[src/rtl/sprite_mover.sv]
// sprite_mover
//
// Moves a square sprite by one pixel for each accepted game tick. Each move
// goes to the plotter as a pixel stream: the old footprint is erased in
// BG_COLOUR, the position is updated (clamped at the screen edges), and the
// new footprint is drawn in COLOUR.
//
// Ports:
//   clk           system clock
//   reset         asynchronous, active-high reset
//   enable        gates acceptance of new ticks only
//   game_clk      single-cycle move tick, synchronous to clk
//   dir           00 right, 01 left, 10 down, 11 up
//   plot_ready    plotter accepts the current pixel
//   plot_valid    plot_x/plot_y/plot_colour hold a valid pixel
//   plot_x/y      pixel coordinates
//   plot_colour   pixel colour
//   x_pos/y_pos   current sprite top-left corner
//   busy          high whenever the FSM is not IDLE
//   hit_wall      one-cycle pulse when a move is blocked by a screen edge
//   dropped_ticks saturating count of ticks that arrived while busy
module sprite_mover #(
   parameter int         SCREEN_W    = 160,
   parameter int         SCREEN_H    = 120,
   parameter int         SPRITE_SIZE = 4,
   parameter logic [7:0] X_INIT      = 8'd0,
   parameter logic [6:0] Y_INIT      = 7'd0,
   parameter logic [2:0] COLOUR      = 3'b111,
   parameter logic [2:0] BG_COLOUR   = 3'b000
) (
   input  logic       clk,
   input  logic       reset,
   input  logic       enable,
   input  logic       game_clk,
   input  logic [1:0] dir,
   input  logic       plot_ready,
   output logic       plot_valid,
   output logic [7:0] plot_x,
   output logic [6:0] plot_y,
   output logic [2:0] plot_colour,
   output logic [7:0] x_pos,
   output logic [6:0] y_pos,
   output logic       busy,
   output logic       hit_wall,
   output logic [7:0] dropped_ticks
);

   // Counter halves: low half is the column offset, high half the row offset.
   localparam int HW = $clog2(SPRITE_SIZE);
   localparam int CW = 2 * HW;
   localparam logic [CW-1:0] LAST_PIX = '1;
   localparam logic [7:0] X_MAX = 8'(SCREEN_W - SPRITE_SIZE);
   localparam logic [6:0] Y_MAX = 7'(SCREEN_H - SPRITE_SIZE);

   typedef enum logic [1:0] {IDLE, ERASE, MOVE, DRAW} state_t;

   state_t        state;
   logic [1:0]    dir_q;
   logic [CW-1:0] pix_cnt;
   logic [CW-1:0] pix_next;
   logic [HW-1:0] cx_next;
   logic [HW-1:0] cy_next;
   logic [7:0]    new_x;
   logic [6:0]    new_y;
   logic          blocked;
   logic          xfer;
   logic          tick;

   assign tick     = game_clk && enable;
   assign xfer     = plot_valid && plot_ready;
   assign pix_next = pix_cnt + 1'b1;
   assign cx_next  = pix_next[HW-1:0];
   assign cy_next  = pix_next[CW-1:HW];
   assign busy     = (state != IDLE);

   // Clamped next position for the latched direction.
   // NOTE: every signal gets a default before the case so no latch is inferred.
   always_comb begin
      new_x   = x_pos;
      new_y   = y_pos;
      blocked = 1'b0;
      unique case (dir_q)
         2'b00: if (x_pos < X_MAX) new_x = x_pos + 8'd1; else blocked = 1'b1;
         2'b01: if (x_pos > 8'd0)  new_x = x_pos - 8'd1; else blocked = 1'b1;
         2'b10: if (y_pos < Y_MAX) new_y = y_pos + 7'd1; else blocked = 1'b1;
         2'b11: if (y_pos > 7'd0)  new_y = y_pos - 7'd1; else blocked = 1'b1;
      endcase
   end

   // NOTE: sequential state uses non-blocking assignments so every register
   // samples the pre-edge values regardless of statement order.
   always_ff @(posedge clk or posedge reset) begin
      if (reset) begin
         state         <= IDLE;
         dir_q         <= 2'b00;
         pix_cnt       <= '0;
         plot_valid    <= 1'b0;
         plot_x        <= 8'd0;
         plot_y        <= 7'd0;
         plot_colour   <= 3'b000;
         x_pos         <= X_INIT;
         y_pos         <= Y_INIT;
         hit_wall      <= 1'b0;
         dropped_ticks <= 8'd0;
      end else begin
         hit_wall <= 1'b0;

         if (tick && state != IDLE && dropped_ticks != 8'hFF)
            dropped_ticks <= dropped_ticks + 8'd1;

         unique case (state)
            IDLE: begin
               if (tick) begin
                  dir_q       <= dir;
                  state       <= ERASE;
                  pix_cnt     <= '0;
                  plot_valid  <= 1'b1;
                  plot_x      <= x_pos;
                  plot_y      <= y_pos;
                  plot_colour <= BG_COLOUR;
               end
            end

            // Erase and draw share the stream walk; x_pos/y_pos already hold
            // the footprint being emitted in either phase.
            ERASE, DRAW: begin
               if (xfer) begin
                  if (pix_cnt == LAST_PIX) begin
                     plot_valid <= 1'b0;
                     pix_cnt    <= '0;
                     state      <= (state == ERASE) ? MOVE : IDLE;
                  end else begin
                     pix_cnt <= pix_next;
                     plot_x  <= x_pos + 8'(cx_next);
                     plot_y  <= y_pos + 7'(cy_next);
                  end
               end
            end

            // Position update and the first draw pixel are loaded together,
            // so the draw stream starts right after this single cycle.
            MOVE: begin
               x_pos       <= new_x;
               y_pos       <= new_y;
               hit_wall    <= blocked;
               state       <= DRAW;
               pix_cnt     <= '0;
               plot_valid  <= 1'b1;
               plot_x      <= new_x;
               plot_y      <= new_y;
               plot_colour <= COLOUR;
            end
         endcase
      end
   end

endmodule

[config.mk]
export PLATFORM = sky130hd
export DESIGN_NAME = sprite_mover
export DESIGN_NICKNAME = d
export VERILOG_FILES = /design/src/rtl/sprite_mover.sv
export SDC_FILE = /design/constraint.sdc
export NUM_CORES = 1
export LEC_CHECK = 0
export CAP_MARGIN = 10
export CORE_MARGIN = 5
export CORE_UTILIZATION = 55
export CTS_BUF_LIST = sky130_fd_sc_hd__clkbuf_16
export CTS_CLUSTER_SIZE = 25
export DETAILED_ROUTE_END_ITERATION = 8
export PLACE_DENSITY = 0.87
export SLEW_MARGIN = 15
export SYNTH_ARGS = -nofsm -noshare
export SYNTH_HDL_FRONTEND = slang
export SYNTH_SLANG_ARGS = --single-unit
export TNS_END_PERCENT = 30
[constraint.sdc]
create_clock -name clk -period 2.9 [get_ports clk]
set_clock_uncertainty 0.2 [all_clocks]
set_input_delay 0.435 -clock clk [delete_from_list [all_inputs] [get_ports clk]]
set_output_delay 0.435 -clock clk [all_outputs]
set_load 0.1 [all_outputs]
==> run_results.csv <==
group,metric,value,unit
timing,hold_slack,0.238,ns
critical_path,critical_path_class,"flip-flop to flip-flop",
grt,grt_max_degree,34,
grt,antenna_found_initial,0,
floorplan,die_x,90.6,µm
routing,drt_wl_total,10100,µm
floorplan,die-area,8210,µm²
floorplan,rows,29,
finish,fillers,526,
critical_path,path_cells,"buf_4 -> nand3_1 -> xor2_1 -> inv_1 -> ha_1 -> a21oi_1 -> or4_1 -> a311oi_1 -> a21oi_1 -> o31ai_1",
clocking,h-tree-depth,2,
timing,rsz0062_at_grt,"no",
synthesis,synth_cell_types,66,
synthesis,synth_cells,428,
critical_path,cp-start-kind,"flip-flop",
timing,hold_violations,0,
timing,finalCritPeriodShare,91.9,%
timing,setup_viol,0,
finish,diodes,0,
placement,gp_congestion,0.954,
placement,io_buffers,50,
floorplan,start_util,56.3,%
finish,finalNetCount,499,
clocking,clk_latency,0.29,ns
floorplan,fp.coreArea,6350,µm²
timing,slew_viol_final,0,
grt,grt_overflow,0,
routing,drt_iter0_drc,241,
critical_path,required,2.88,ns
finish,final_cell_mix,"63 x buf_4, 49 x dfrtp_1, 40 x nand2_1, 35 x nor2_1, 33 x o21ai_0",
grt,gr-usage-all-layers,24.6,%
timing,fin_crit,2.67,ns
clocking,cts.clk_slew.worst_paths,0.07,ns
synthesis,yosys_warnings,0,
clocking,cts-buffers-inserted,5,
finish,final_common_cell,"buf_4",
min_path,hp-class,"input port to async pin",
timing,tightest_slew,0.619,ns
timing,setup_tns,0,ns
routing,postRouteAntennaNets,0,
timing,slew_headroom,58.8,%
synthesis,synth.avg_cell_area,8.35,µm²
clocking,cts_num_sinks,49,
clocking,clockBufferDepth,2,
critical_path,crit_slowest_cell,"or4_1",
clocking,cts_tree,"done",
placement,hpwlAfterDp,7390,µm
synthesis,syn_area,3570,µm²
grt,first_global_vias,3643,
finish,fin_util,66.7,%
synthesis,yosysSeqAreaShare,34.3,%
routing,wl_per_cell,18.3,µm
synthesis,synth_flop_cell,"dfrtp_1",
critical_path,slowest_delay,0.47,ns
run_status,status,"complete, no violations",
grt,grt_pass1_wl,17100,µm
critical_path,cpMostUsedCell,"a21oi_1",
finish,areaGrowthSynthToFinish,18.4,%
routing,firstDrtPassIters,8,
floorplan,ios,51,
finish,drive_gt1_share,19.4,%
routing,routed-via-count,3664,
run,drv_cap,0,
synthesis,synth_edf_count,0,
routing,drc,0,
floorplan,die_h,90.6,µm
critical_path,crit_fanout,5,
routing,routed_via_density,6.64,
synthesis,synthArstFlopShare,100,%
clocking,cts_hold_buf,0,
timing,clock.fmax,0.375,GHz
synthesis,synth_seq_cells,49,
synthesis,syn_nets,453,
critical_path,crit_path_end_kind,"flip-flop",
clocking,clockRootBuffer,"clkbuf_16",
critical_path,worst_ep_arrival_time,2.65,ns
==> synth_stat cells (6+ instances only) <==
cell,number,area [µm²]
a211oi_1,6,45.0
nor3_1,10,50.1
nand3_1,14,70.1
o21ai_0,33,165
or4_1,6,45.0
a31oi_1,12,75.1
nand3b_1,6,45.0
dfrtp_1,49,1230
ha_1,16,200
nor4_1,9,56.3
and2_1,6,37.5
nor2_1,35,131
xnor2_1,11,96.3
a21oi_1,30,150
buf_2,10,50.1
clkbuf_1,18,67.6
inv_1,23,86.3
nand2_1,40,150
==> timing repair <==
item / 4_1_cts / 5_1_grt
setup buffers: 0 / 1
resized for setup: 0 / 1
setup endpoints to repair: 0 / 1
==> sequential cells by signal (all words and copies together) (netlist names) <==
register,flops
plot_y,7
plot_valid,1
dir_q,2
state,2
plot_colour,1
hit_wall,1
dropped_ticks,8
y_pos,7
plot_x,8
x_pos,8
pix_cnt,4
==> cell type report <==
cell class / instances / area (µm²) / area share [%]
clock buffer: 5 / 125 / 2.96
clock inverter: 3 / 17.5 / 0.414
inverter: 23 / 86.3 / 2.04
multi-input combinational: 325 / 2130 / 50.3
sequential: 49 / 1230 / 29.0
tap: 77 / 96.3 / 2.28
timing repair buffer: 70 / 553 / 13.1
==> routing by layer <==
metal,up-vias,GRT usage [%],routed length (µm)
met4,0,8.06,252
met3,33,4.75,849
met2,214,42.9,5070
li1,1680,-,-
met1,1737,30.4,3930
met5,-,0,0
==> path summary, 6_finish.rpt <==
check	slack, ns	endpoint	depth (start not counted)	from
max in group asynchronous	1.70	y_pos[1]	3	reset
worst max-delay path	0.23	plot_y[3]	10	pix_cnt[0]
worst min register to register	0.29	dropped_ticks[5]	1	dropped_ticks[5]
min in group clk	0.29	dropped_ticks[5]	1	dropped_ticks[5]
worst min-delay path	0.24	plot_y[4]	2	reset
worst max register to register	0.23	plot_y[3]	10	pix_cnt[0]
==> metrics by stage <==
stage	cell area, µm²	std cells	worst slack, ns
after global routing	4230	552	0.000412
after detailed placement	4080	543	0.213
final	4230	552	0.235
after global placement	4080	543	0.323
after CTS	4220	551	0.205
after floorplan	3580	428	-0.00879
==> critical path: cells and delay by family (launching register included) <==
family	cells	cell delay, ns
AOI/OAI and AO/OA	4	0.57
and+or+nand+nor	2	0.55
DFF	1	0.42
xor gates and xnor gates	1	0.29
adders and majority gates	1	0.29
buffers and inverters	2	0.23
==> cell families (layout without fill, tap and decap cells) <==
| family | after synthesis | count (layout) | share of synthesized area [%] |
|---|---|---|---|
| compound gates | 133 | 133 | 24.5 |
| buf+inv | 54 | 101 | 6.23 |
| flops | 49 | 49 | 34.3 |
| simple gates | 153 | 153 | 22.3 |
| fa+ha+maj | 18 | 18 | 6.72 |
| mux | 7 | 7 | 2.48 |
| xor+xnor | 14 | 14 | 3.43 |
Power is left out: the tool's default activity adds up to more than one toggle a clock period on the data nets, which glitch-free logic cannot reach.
